File: config.mk
export PLATFORM = sky130hd
export DESIGN_NAME = rca_nibble_sequencer
export DESIGN_NICKNAME = d
export VERILOG_FILES = /design/src/rtl/rca_nibble_sequencer.sv
export SDC_FILE = /design/constraint.sdc
export NUM_CORES = 1
export LEC_CHECK = 0
export BUFFER_PORTS_ARGS = -buffer_cell sky130_fd_sc_hd__clkbuf_2
export CORE_ASPECT_RATIO = 1.4
export CORE_UTILIZATION = 35
export CTS_BUF_LIST = sky130_fd_sc_hd__clkbuf_2
export CTS_CLUSTER_SIZE = 16
export DETAILED_ROUTE_END_ITERATION = 8
export GPL_TIMING_DRIVEN = 1
export SLEW_MARGIN = 20
export SYNTH_ARGS = -nofsm -noshare
export SYNTH_HDL_FRONTEND = slang
export SYNTH_SLANG_ARGS = --single-unit
File: constraint.sdc
create_clock -name clk -period 2.9 [get_ports clk]
set_input_delay 0.435 -clock clk [delete_from_list [all_inputs] [get_ports clk]]
set_output_delay 0.435 -clock clk [all_outputs]
set_load 0.01 [all_outputs]
File: src/rtl/rca_nibble_sequencer.sv
// Purpose : drives an external 4-bit ripple-carry adder one nibble per cycle (LSB first) to build a WIDTH-bit sum.
// Latency : operands accepted at edge E, result valid after edge E+NIBBLES; next acceptance no sooner than NIBBLES+2 cycles.
// Backpr. : in_ready only in IDLE; result held in DONE until out_ready, with in_valid ignored meanwhile.
//
// Ports:
//   clk, rst                      clock, asynchronous active-high reset
//   in_valid/in_ready, op_a/op_b/op_cin     operand handshake
//   add_a/add_b/add_cin -> adder, add_sum/add_cout <- adder (combinational, same cycle)
//   out_valid/out_ready, out_sum/out_cout/out_ovf   result handshake
//   busy                          high whenever not IDLE
module rca_nibble_sequencer #(
  parameter int WIDTH = 16,              // multiple of 4, >= 4
  localparam int NIBBLES = WIDTH / 4
) (
  input  logic             clk,
  input  logic             rst,
  input  logic             in_valid,
  output logic             in_ready,
  input  logic [WIDTH-1:0] op_a,
  input  logic [WIDTH-1:0] op_b,
  input  logic             op_cin,
  output logic [3:0]       add_a,
  output logic [3:0]       add_b,
  output logic             add_cin,
  input  logic [3:0]       add_sum,
  input  logic             add_cout,
  output logic             out_valid,
  input  logic             out_ready,
  output logic [WIDTH-1:0] out_sum,
  output logic             out_cout,
  output logic             out_ovf,
  output logic             busy
);

  localparam int IDXW = (NIBBLES > 1) ? $clog2(NIBBLES) : 1;
  localparam logic [IDXW-1:0] LAST_IDX = IDXW'(NIBBLES - 1);

  typedef enum logic [1:0] {
    IDLE = 2'd0,
    ADD  = 2'd1,
    DONE = 2'd2
  } state_t;

  state_t                  state_q;
  logic [NIBBLES-1:0][3:0] a_q, b_q, res_q, res_d;
  logic                    carry_q;
  logic [IDXW-1:0]         idx_q;
  logic [WIDTH-1:0]        out_sum_q;
  logic                    out_cout_q, out_ovf_q, out_valid_q;
  logic                    msb_a, msb_b;

  assign msb_a = a_q[NIBBLES-1][3];
  assign msb_b = b_q[NIBBLES-1][3];

  // Partial result with the nibble being computed this cycle merged in, so the
  // final edge can publish the full sum without an extra cycle.
  always_comb begin
    res_d        = res_q;
    res_d[idx_q] = add_sum;
  end

  // Adder inputs are only live during ADD; quiet otherwise.
  always_comb begin
    add_a   = 4'd0;
    add_b   = 4'd0;
    add_cin = 1'b0;
    if (state_q == ADD) begin
      add_a   = a_q[idx_q];
      add_b   = b_q[idx_q];
      add_cin = carry_q;
    end
  end

  always_ff @(posedge clk or posedge rst) begin
    if (rst) begin
      state_q     <= IDLE;
      a_q         <= '0;
      b_q         <= '0;
      res_q       <= '0;
      carry_q     <= 1'b0;
      idx_q       <= '0;
      out_sum_q   <= '0;
      out_cout_q  <= 1'b0;
      out_ovf_q   <= 1'b0;
      out_valid_q <= 1'b0;
    end else begin
      case (state_q)
        IDLE: begin
          if (in_valid) begin
            a_q     <= op_a;
            b_q     <= op_b;
            carry_q <= op_cin;
            idx_q   <= '0;
            state_q <= ADD;
          end
        end
        ADD: begin
          res_q   <= res_d;
          carry_q <= add_cout;
          if (idx_q == LAST_IDX) begin
            idx_q       <= '0;
            state_q     <= DONE;
            out_valid_q <= 1'b1;
            out_sum_q   <= res_d;
            out_cout_q  <= add_cout;
            // Same-sign operands yielding an opposite-sign result.
            out_ovf_q   <= (msb_a == msb_b) && (add_sum[3] != msb_a);
          end else begin
            idx_q <= idx_q + IDXW'(1);
          end
        end
        DONE: begin
          if (out_ready) begin
            out_valid_q <= 1'b0;
            state_q     <= IDLE;
          end
        end
        default: state_q <= IDLE;
      endcase
    end
  end

  assign in_ready  = (state_q == IDLE);
  assign busy      = (state_q != IDLE);
  assign out_valid = out_valid_q;
  assign out_sum   = out_sum_q;
  assign out_cout  = out_cout_q;
  assign out_ovf   = out_ovf_q;

endmodule

==> results.json <==
{
  "die-width_microns": 83.44,
  "endpoint_kind": "output port",
  "grt_max_degree": 45,
  "final_cell_mix": "nand2_1, clkbuf_2, dfrtp_1",
  "antenna_found_initial": 0,
  "track_usage": 0.1524,
  "whs_ps": 100.5,
  "swShare": 0.3716,
  "hold_viol": 0,
  "route.detailed.drc": 0,
  "n_antenna_cell": 0,
  "tns_ps": 0,
  "synthFlopType": "dfrtp_1",
  "cts_buffer_depth": 2,
  "vias": 2300,
  "timing.final.crit_period_ps": 2643,
  "power.density_nw_per_um2": 1091,
  "synth.distinct_cells": 28,
  "fin_nets": 420,
  "grt_use_met2": 0.2574,
  "dr.pass1.iters": 4,
  "core_sq_um": 9029,
  "postCtsSetupBuffers": 0,
  "cts_resized": 0,
  "syn_to_final_growth_pct": 16.94,
  "slew_headroom": 0.5390,
  "synth_fp_nets": 352,
  "final_util": 0.4209,
  "place_congestion": 0.7108,
  "grtUsageMet3": 0.04701,
  "dieArea_sq_um": 9679,
  "viasPerCell": 4.752,
  "cts_tree": "built",
  "intPower_w": 0.002605,
  "synth_xor_area_frac": 0,
  "first_global_vias": 2329,
  "p_leak_nw": 1.975,
  "yosys.area_share.simple": 0.1887,
  "drv_cap": 0,
  "crit_required_ps": 2470,
  "synth_edf_count": 0,
  "dpl_worst_slack_ps": 770.5,
  "peakVddDrop_mv": 0.4737,
  "synth_top_family_by_area": "simple AND/OR/NAND/NOR gates",
  "ys_seq_area_frac": 0.5468,
  "drtIter0Drc": 65,
  "cts.htree.levels": 3,
  "cts_hold_buf": 1,
  "worst_slew_pin_slew_ps": 691.5,
  "rows": 41,
  "critPathLaunchType": "flip-flop",
  "synth_area_leaders": "dfrtp_1, nand2_1, mux2_2",
  "yosys.area.top_type": "dfrtp_1",
  "crit_type": "reg -> out",
  "grt_pass1_wl_microns": 11330,
  "port_buffers": 71,
  "p_clk_frac": 0.148,
  "numClockSinks": 71,
  "seqPwrFrac": 0.435,
  "setup_viol": 0,
  "hp-class": "in -> reg",
  "cp_data_arrival_time_ps": 2210,
  "fillerInstances": 928,
  "final_common_cell": "nand2_1",
  "wire_per_inst_microns": 13.65,
  "grt_remaining_overflow": 0,
  "start_util": 0.3599,
  "hpwl_microns": 4649,
  "synth_top_area_share": 0.5468,
  "clock_latency_ps": 500,
  "comb_power_share": 0.417,
  "path_max_fanout": 14,
  "rsz0062_at_grt": "no",
  "synthMuxAreaShare": 0.1606,
  "period_share": 0.9114,
  "cts_root_buf": "clkbuf_2",
  "use_met1": 0.1847,
  "synth-adder-area-share": 0.01925,
  "p_sw_w": 0.001540,
  "path_clk_slew_ps": 190,
  "maxSlewViolCount": 0,
  "cts_buffers": 9,
  "fp.dieH_microns": 116.0,
  "busiest_layer": "met2",
  "syn_inst": 305,
  "ys_warn_count": 0,
  "fmax_ghz": 0.3783,
  "fin_ws_ps": 256.8,
  "skew_ps": 21.07,
  "top_level_ports": 72,
  "status": "finished clean",
  "ant_nets": 0,
  "ys_ff_latch": 71,
  "syn_area_per_cell_sq_um": 10.65,
  "design_area_sq_um": 3800,
  "netlist_area_sq_um": 3249,
  "synth_compound_area_frac": 0.03928,
  "totalWireLength_microns": 6608,
  "place_area_sq_um": 3666,
  "drive_above_1_share": 0.3263,
  "synth_async_sr_flop_share": 1.000
}
## power groups by stage
| stage | clock network [W] | registers (W) | logic (W) |
|---|---|---|---|
| floorplan | 0 | 0.00175 | 0.00134 |
| global placement | 0 | 0.00182 | 0.00173 |
| detailed placement | 0 | 0.00184 | 0.00176 |
| CTS | 0.000638 | 0.00182 | 0.00176 |
| global route | 0.000688 | 0.00188 | 0.00195 |
| finish | 0.000614 | 0.00180 | 0.00173 |
## through the flow
step / instances / total power, W
after detailed placement: 468 / 0.003601
after floorplan: 305 / 0.003092
after global routing: 484 / 0.004521
after global placement: 468 / 0.003545
final: 484 / 0.004145
after CTS: 484 / 0.004218
## logic make-up (layout without fill, tap and decap cells)
| family | after synthesis | count (layout) |
|---|---|---|
| and+or+nand+nor | 140 | 140 |
| DFF | 71 | 71 |
| muxes | 40 | 40 |
| buffers and inverters | 25 | 97 |
| AOI/OAI and AO/OA | 24 | 24 |
| adders and majority gates | 5 | 5 |
## cells in the mapped netlist (2+ instances only)
library cell,count
o31ai_1,2
inv_1,5
ha_1,5
mux2i_1,15
buf_2,10
nand2_4,4
buf_6,4
nor2_1,2
mux4_2,8
mux2_2,17
clkbuf_1,2
o21ai_0,19
a21oi_1,2
nand2_1,116
dfrtp_1,71
buf_4,2
nand3_1,2
and2_1,9
## sequential cells by signal, indices dropped and copies added, names as in the netlist
name	flops
state_q	2
out_cout	1
idx_q	2
out_sum	16
carry_q	1
out_ovf	1
b_q	16
res_q	15
out_valid	1
a_q	16
## cell type report
| cell class | count | area, sq um | share of cell area |
|---|---|---|---|
| sequential | 71 | 1777 | 0.4676 |
| clock inverter | 5 | 73.82 | 0.01943 |
| multi-input combinational | 209 | 1331 | 0.3503 |
| inverter | 5 | 18.77 | 0.004939 |
| timing repair buffer | 77 | 415.4 | 0.1093 |
| clock buffer | 10 | 50.05 | 0.01317 |
| tap | 107 | 133.9 | 0.03523 |
## worst paths after layout
| kind | from | endpoint | slack [ps] | depth (start not counted) |
|---|---|---|---|---|
| max | idx_q[0] | add_a[3] | 260 | 3 |
| min | op_b[11] | b_q[11] | 100 | 3 |
| max reg2reg | idx_q[0] | res_q[1] | 1000 | 4 |
| min reg2reg | b_q[14] | b_q[14] | 500 | 2 |
| max in group asynchronous | rst | out_valid | 1730 | 4 |
| min in group asynchronous | rst | b_q[7] | 510 | 3 |
## per-layer routing
layer	vias up	routed length, microns
met3	8	347
li1	1134	-
met1	1093	2870
met2	65	3302
met5	-	0
met4	0	87
## worst max-delay path, stage by stage, from the launching register on
cell      delay [ps]
dfrtp_1          820
mux4_2           570
and2_1           190
clkbuf_2         130
Note: power is estimated with default switching activity, not from simulation.
